File: config.mk
export PLATFORM = sky130hd
export DESIGN_NAME = pipe_stage_reg
export DESIGN_NICKNAME = d
export VERILOG_FILES = /design/src/rtl/pipe_stage_reg.sv
export SDC_FILE = /design/constraint.sdc
export NUM_CORES = 1
export LEC_CHECK = 0
export ABC_AREA = 0
export CAP_MARGIN = 20
export CORE_AREA = 2 2 131 133
export DETAILED_ROUTE_END_ITERATION = 10
export DIE_AREA = 0 0 133 135
export GPL_ROUTABILITY_DRIVEN = 0
export PLACE_DENSITY = 0.8
export SETUP_SLACK_MARGIN = 0.3
export SLEW_MARGIN = 20
export SYNTH_ARGS = -nofsm -noshare
export SYNTH_HDL_FRONTEND = slang
export SYNTH_SLANG_ARGS = --single-unit
File: constraint.sdc
create_clock -name clk -period 1.6 [get_ports clk]
set_input_delay 0.16 -clock clk [delete_from_list [all_inputs] [get_ports clk]]
set_output_delay 0.16 -clock clk [all_outputs]
set_load 0.1 [all_outputs]
File: src/rtl/pipe_stage_reg.sv
// Inter-stage pipeline register for the five-stage core: one packed bundle plus valid,
// ready/valid handshake, flush-to-bubble, and an optional 2-entry skid buffer.
module pipe_stage_reg #(
   parameter int                DATA_W     = 32*5+5,
   parameter bit                SKID       = 1'b0,
   parameter logic [DATA_W-1:0] BUBBLE_VAL = '0
) (
   input  logic              clk,
   input  logic              reset,
   input  logic              flush,
   input  logic              in_valid,
   output logic              in_ready,
   input  logic [DATA_W-1:0] in_data,
   output logic              out_valid,
   input  logic              out_ready,
   output logic [DATA_W-1:0] out_data,
   output logic [1:0]        occ
);

   logic accept;
   logic consume;

   assign accept  = in_valid & in_ready;
   assign consume = out_valid & out_ready;

   generate
      if (SKID == 1'b0) begin : g_single
         logic              vld_q;
         logic [DATA_W-1:0] data_q;

         // A stalled-but-full register can still take a new bundle when the old one leaves.
         assign in_ready = out_ready | ~vld_q;

         always_ff @(posedge clk) begin
            if (!reset || flush) begin
               vld_q  <= 1'b0;
               data_q <= BUBBLE_VAL;
            end else if (accept) begin
               vld_q  <= 1'b1;
               data_q <= in_data;
            end else if (consume) begin
               vld_q  <= 1'b0;
               data_q <= BUBBLE_VAL;
            end
         end

         assign out_valid = vld_q;
         assign out_data  = data_q;
         assign occ       = {1'b0, vld_q};
      end else begin : g_skid
         typedef enum logic [1:0] {
            EMPTY = 2'd0,
            ONE   = 2'd1,
            TWO   = 2'd2
         } state_t;

         state_t            state;
         state_t            state_nxt;
         logic [DATA_W-1:0] main_q;
         logic [DATA_W-1:0] main_nxt;
         logic [DATA_W-1:0] skid_q;
         logic [DATA_W-1:0] skid_nxt;
         logic              rdy_q;

         // in_ready is derived from the next state so it is a plain flop, not a comb path.
         always_ff @(posedge clk) begin
            if (!reset) begin
               state  <= EMPTY;
               main_q <= BUBBLE_VAL;
               skid_q <= BUBBLE_VAL;
               rdy_q  <= 1'b1;
            end else begin
               state  <= state_nxt;
               main_q <= main_nxt;
               skid_q <= skid_nxt;
               rdy_q  <= (state_nxt != TWO);
            end
         end

         always_comb begin
            state_nxt = state;
            main_nxt  = main_q;
            skid_nxt  = skid_q;
            if (flush) begin
               state_nxt = EMPTY;
               main_nxt  = BUBBLE_VAL;
               skid_nxt  = BUBBLE_VAL;
            end else begin
               case (state)
                  EMPTY: begin
                     if (accept) begin
                        state_nxt = ONE;
                        main_nxt  = in_data;
                     end
                  end
                  ONE: begin
                     case ({accept, consume})
                        2'b10: begin
                           state_nxt = TWO;
                           skid_nxt  = in_data;
                        end
                        2'b01: begin
                           state_nxt = EMPTY;
                           main_nxt  = BUBBLE_VAL;
                        end
                        2'b11: main_nxt = in_data;
                        default: ;
                     endcase
                  end
                  TWO: begin
                     if (consume) begin
                        state_nxt = ONE;
                        main_nxt  = skid_q;
                        skid_nxt  = BUBBLE_VAL;
                     end
                  end
                  default: begin
                     state_nxt = EMPTY;
                     main_nxt  = BUBBLE_VAL;
                     skid_nxt  = BUBBLE_VAL;
                  end
               endcase
            end
         end

         assign in_ready  = rdy_q;
         assign out_valid = (state != EMPTY);
         assign out_data  = main_q;
         assign occ       = state;
      end
   endgenerate

endmodule

==> results of run 1 <==
## through the flow
stage / worst slack (ns) / total power, W / TNS [ns] / utilization / hold WS [ns]
after floorplan: -0.0120 / 0.00570 / -1.23 / - / 0.285
final: 0.145 / 0.0110 / 0 / 0.716 / 0.332
after CTS: 0.164 / 0.0110 / 0 / 0.688 / 0.312
after global routing: 0.103 / 0.0114 / 0 / 0.716 / 0.313
after detailed placement: -0.144 / 0.00685 / -14.96 / 0.633 / 0.535
after global placement: -0.0600 / 0.00681 / -7.25 / 0.633 / 0.530
## cell families (layout without fill, tap and decap cells)
family | after synthesis | in the layout
AO/OA/AOI/OAI | 167 | 167
buffers and inverters | 39 | 422
flip-flops | 166 | 166
other | 1 | 1
AND/OR/NAND/NOR | 4 | 4
## synthesized netlist by cell type
cell	number	share of area
buf_2	22	0.022
a21oi_1	1	0.00099
clkbuf_1	1	0.00074
dfxtp_1	166	0.66
buf_4	14	0.021
inv_1	1	0.00074
nor3b_2	1	0.0025
a21oi_2	1	0.0017
conb_1	1	0.00074
or2_1	1	0.0012
nand2b_1	2	0.0025
buf_1	1	0.00074
a22o_1	165	0.29
## state kept, by name (all words and copies together) (netlist names)
register,count
out_data,165
out_valid,1
## power breakdown
part / internal (W) / switching, W / leakage [nW]
sequential: 0.00427 / 0.000160 / 1.35
clock: 0.00234 / 0.00169 / 0.284
combinational: 0.00116 / 0.00139 / 3.11
total: 0.00776 / 0.00325 / 4.74
## area by class of cell
| class | count | area [µm²] |
|---|---|---|
| Sequential cell | 166 | 3330 |
| Multi-Input combinational cell | 172 | 1520 |
| Fill cell | 996 | 4660 |
| Timing Repair Buffer | 389 | 6050 |
| Tap cell | 220 | 275 |
| Inverter | 1 | 3.75 |
| Clock inverter | 9 | 87.6 |
| Clock buffer | 23 | 489 |
## worst reg2reg max path, cell delays in order (launching register included)
cell and delay [ns]:
dfxtp_4 0.36, or2_4 0.24, a21oi_4 0.18, buf_12 0.18
buf_6 0.14, clkbuf_16 0.15, a22o_1 0.17
## routing by layer
| metal | global-route usage | up-vias | part of all wire |
|---|---|---|---|
| met5 | 0 | - | 0 |
| met4 | 0.0896 | 0 | 0.023 |
| met3 | 0.0863 | 33 | 0.088 |
| met2 | 0.402 | 271 | 0.52 |
| met1 | 0.229 | 2376 | 0.36 |
| li1 | - | 2204 | - |
## path summary, 6_finish.rpt
path | to | slack [ns] | depth (start not counted)
min | out_data[107]$_SDFFE_PP0P_ | 0.33 | 2
min reg2reg | out_data[104]$_SDFFE_PP0P_ | 0.55 | 1
max reg2reg | out_data[0]$_SDFFE_PP0P_ | 0.14 | 6
max | out_data[0]$_SDFFE_PP0P_ | 0.14 | 6
## repair_timing
action	4_1_cts	5_1_grt
gates resized for setup	16	12
buffers inserted	10	3
gates cloned	6	17
hold buffers	0	0
setup endpoints to repair	166	168
hold endpoints to repair	0	0
pin swaps	1	71
==> results.toml, run 1 <==
[floorplanning]
ios = 339
die_area_mm2 = 0.0180
die_h_um = 135
core-area_mm2 = 0.0164
die-width_um = 133
rows = 47
initial_core_util = 0.307

[clocking]
cts-htree-levels = 4
cts.sinks = 166
path_clk_slew_ns = 0.07
numCtsBuffers = 17
clock_path_buffers = 2
root_buffer = "clkbuf_16"
clock_latency_ns = 0.42
cts_tree = "yes"

[synth]
synth_compound_area_frac = 0.289
ys_ff_latch = 166
syn_nets = 547
yosys_warnings = 0
synthDistinctLibCells = 13
synth_top_family_by_area = "compound AO/OA/AOI/OAI gates"
syn_area_per_cell_um2 = 13.4
synthAdderAreaFrac = 0
ys_seq_area_frac = 0.659
syn_inst = 377
synthesis.area_mm2 = 0.00504
synthSimpleGateAreaFrac = 0.00620
synth_xor_area_frac = 0
muxShareOfSynthArea = 0

[global_routing]
grt_pass1_vias = 5287
grt_usage = 0.221
grt_antenna_before_repair = 0
grt_pass1_wl_um = 30200
grt_overflow = 0
grt_max_degree = 35

[worst_setup_path]
start_kind = "flop"
critical_path.top_delay_family = "buffers and inverters"
r2r-start = "out_valid$_SDFFE_PP0P_"
slowest_delay_ns = 0.36
path_cells = "or2_4 -> a21oi_4 -> buf_12 -> buf_6 -> clkbuf_16 -> a22o_1"
crit_path_top_delay_cell = "dfxtp_4"
worstPathMaxFanout = 8
crit_path_end_kind = "flop"
startpoint = "out_valid$_SDFFE_PP0P_"
arrival_ns = 1.81
critical_path_class = "flop to flop"
worst-path-buf-inv = 3
required_ns = 1.96

[cells_and_area]
instances_no_fill = 980
antennaDiodeCount = 0
layout_commonest_cell = "buf_12"
area_growth_pct = 133
layout-drive-gt1-share = 0.334
layout_common_cells = "buf_12 (179), clkdlybuf4s50_1 (169), a22o_1 (165), dfxtp_1 (165), clkbuf_16 (32)"
final_area_mm2 = 0.0117
nNetsFinal = 917

[detailed_routing]
via_count = 4884
firstDrtPassIters = 4
wl_um = 22400
wire_per_inst_um = 22.8
ant_nets = 0
drc = 0
drt-initial-drc-count = 161
routed_via_density = 4.98

[outcome]
status = "finished, final reports clean"

[timing]
fin_skew_ns = 0.00818
hold_viol = 0
finalCritPeriodShare = 0.909
period_minus_slack_ns = 1.46
fmaxAchievable_ghz = 0.687
slew_viol_final = 0
rsz0062_at_grt = "true"
setup_viol = 0

[flow_run]
cap_violations = 0

[place]
placed_area_mm2 = 0.0104
portBuffers = 337
dp_hpwl_um = 14000
dp.cells = 912

[power_and_ir_drop]
power_leakage_nw = 4.74
p_per_area_mw_per_mm2 = 937
irDropWorstVdd_mv = 0.759

[min_path]
hp-start = "in_data[107]"
hold_class = "input pin to flop"
No activity file was read; power rests on OpenSTA's default activity.
==> run 2, diff against run 1 <==
--- a/config.mk
+++ b/config.mk
@@ -13,6 +13,7 @@
 export GPL_ROUTABILITY_DRIVEN = 0
 export PLACE_DENSITY = 0.8
 export SETUP_SLACK_MARGIN = 0.3
+export SKIP_CTS_REPAIR_TIMING = 1
 export SLEW_MARGIN = 20
 export SYNTH_ARGS = -nofsm -noshare
 export SYNTH_HDL_FRONTEND = slang
==> results.toml, run 2 (same netlist as run 1, synthesis figures left out) <==
[worst_setup_path]
worst-path-buf-inv = 2
ff2ff_setup_slack_ns = 0.18
path_cells = "or2_4 -> a21oi_4 -> buf_12 -> buf_12 -> a22o_1"
critical_path_class = "flop to flop"
crit_path_top_delay_cell = "dfxtp_4"
crit_path_end = "out_data[22]$_SDFFE_PP0P_"
r2r-start = "out_valid$_SDFFE_PP0P_"
reg2reg_depth = 5
worstPathMaxFanout = 9
startpoint = "out_valid$_SDFFE_PP0P_"
reg2reg_to = "out_data[22]$_SDFFE_PP0P_"
worst-path-stages = 5
crit_path_end_kind = "flop"
required_ns = 1.95
slowest_delay_ns = 0.36
critical_path.top_delay_family = "compound AO/OA/AOI/OAI gates"
start_kind = "flop"
crit_path_frequent_cell = "buf_12"
arrival_ns = 1.76

[floorplanning]
ios = 339
die-width_um = 133
initial_core_util = 0.307
die_h_um = 135
rows = 47
core-area_mm2 = 0.0164
die_area_mm2 = 0.0180

[power_and_ir_drop]
p_sw_frac = 0.294
p_comb_frac = 0.224
clock_power_share = 0.369
irDropWorstVdd_mv = 0.682
total_power_w = 0.0109
power_leakage_nw = 4.58
p_int_w = 0.00768
seqPwrFrac = 0.407
p_per_area_mw_per_mm2 = 959
power.switching_w = 0.00320

[detailed_routing]
drt-initial-drc-count = 144
ant_nets = 0
via_count = 4696
drc = 0
wire_per_inst_um = 21.3
firstDrtPassIters = 4
wl_um = 20500
routed_via_density = 4.87

[cells_and_area]
layout_common_cells = "buf_12 (178), clkdlybuf4s50_1 (169), a22o_1 (165), dfxtp_1 (165), clkbuf_16 (26)"
area_growth_pct = 125
antennaDiodeCount = 0
nNetsFinal = 902
final_area_mm2 = 0.0113
fill_cells = 1043
layout_commonest_cell = "buf_12"
largest_reg_flops = 165
layout-drive-gt1-share = 0.321

[global_routing]
grt_antenna_before_repair = 0
grtUsageMet1 = 0.207
grt_util_met3 = 0.0882
grt_overflow = 0
use_met2 = 0.372
grt_max_degree = 69
top_usage_layer = "met2"
grt_usage = 0.204
grt_pass1_vias = 4983
grt_pass1_wl_um = 28000

[clocking]
cts_tree = "yes"
cts-htree-levels = 4
clock_latency_ns = 0.41
path_clk_slew_ns = 0.07
root_buffer = "clkbuf_16"
clock_path_buffers = 2
cts.sinks = 166
numCtsBuffers = 17

[timing]
period_minus_slack_ns = 1.42
finalCritPeriodShare = 0.885
hold_viol = 0
fin_skew_ns = 0.00864
setup_slack_ns = 0.184
whs_ns = 0.331
rsz0062_at_grt = "true"
slew_viol_final = 0
fmaxAchievable_ghz = 0.706
setup_viol = 0

[place]
placed_area_mm2 = 0.0104
pre_cts_ws_ns = -0.144
portBuffers = 337
dp_hpwl_um = 14000

[flow_run]
cap_violations = 0

[outcome]
status = "finished, final reports clean"

[min_path]
hold_class = "input pin to flop"
-- run 2: changes by cell type in the layout (fill, tap and decap cells not counted) --
cell	before	now
buf_12	179	178
buf_16	8	0
buf_4	5	8
buf_6	12	9
clkbuf_16	32	26
-- run 2: cell type report --
cell class                      count  area [µm²]  share of cell area
Clock buffer                       23         489              0.0431
Clock inverter                      9        87.6             0.00772
Inverter                            1        3.75            0.000331
Multi-Input combinational cell    172        1520               0.134
Sequential cell                   166        3330               0.293
Tap cell                          220         275              0.0243
Timing Repair Buffer              374        5650               0.498
-- run 2: metal layers --
layer / share of wire / up-vias
met4: 0.021 / 0
met1: 0.37 / 2262
met3: 0.086 / 27
li1: - / 2165
met5: 0 / -
met2: 0.52 / 242
-- run 2: stage by stage --
step	TNS, ns	util	instances
floorplan	-1.23	-	377
global placement	-7.25	0.633	912
detailed placement	-14.96	0.633	912
CTS	0	0.668	944
global route	0	0.692	965
finish	0	0.692	965
-- run 2: how the worst min path moves through the flow --
| stage | from | end | cells after the start |
|---|---|---|---|
| finish | in_data[157] | out_data[157]$_SDFFE_PP0P_ | 2 |
| global route | in_data[138] | out_data[138]$_SDFFE_PP0P_ | 2 |
| CTS | in_data[4] | out_data[4]$_SDFFE_PP0P_ | 2 |
| detailed placement | out_data[30]$_SDFFE_PP0P_ | out_data[30]$_SDFFE_PP0P_ | 1 |
| global placement | out_data[87]$_SDFFE_PP0P_ | out_data[87]$_SDFFE_PP0P_ | 1 |
| floorplan | in_data[156] | out_data[156]$_SDFFE_PP0P_ | 1 |
-- run 2: worst register-to-register path, delay by kind of cell (launching register included) --
kind / cells / cell delay [ns]
simple gates: 1 / 0.26
flops: 1 / 0.36
buf+inv: 2 / 0.36
compound gates: 2 / 0.38
-- run 2: power groups by stage --
stage | Combinational, W | Sequential, W | Clock (W)
2_1_floorplan | 0.000276 | 0.00542 | 0
3_3_place_gp | 0.00229 | 0.00451 | 0
3_5_place_dp | 0.00233 | 0.00452 | 0
4_1_cts | 0.00233 | 0.00443 | 0.00411
5_1_grt | 0.00250 | 0.00444 | 0.00430
6_report | 0.00244 | 0.00443 | 0.00402
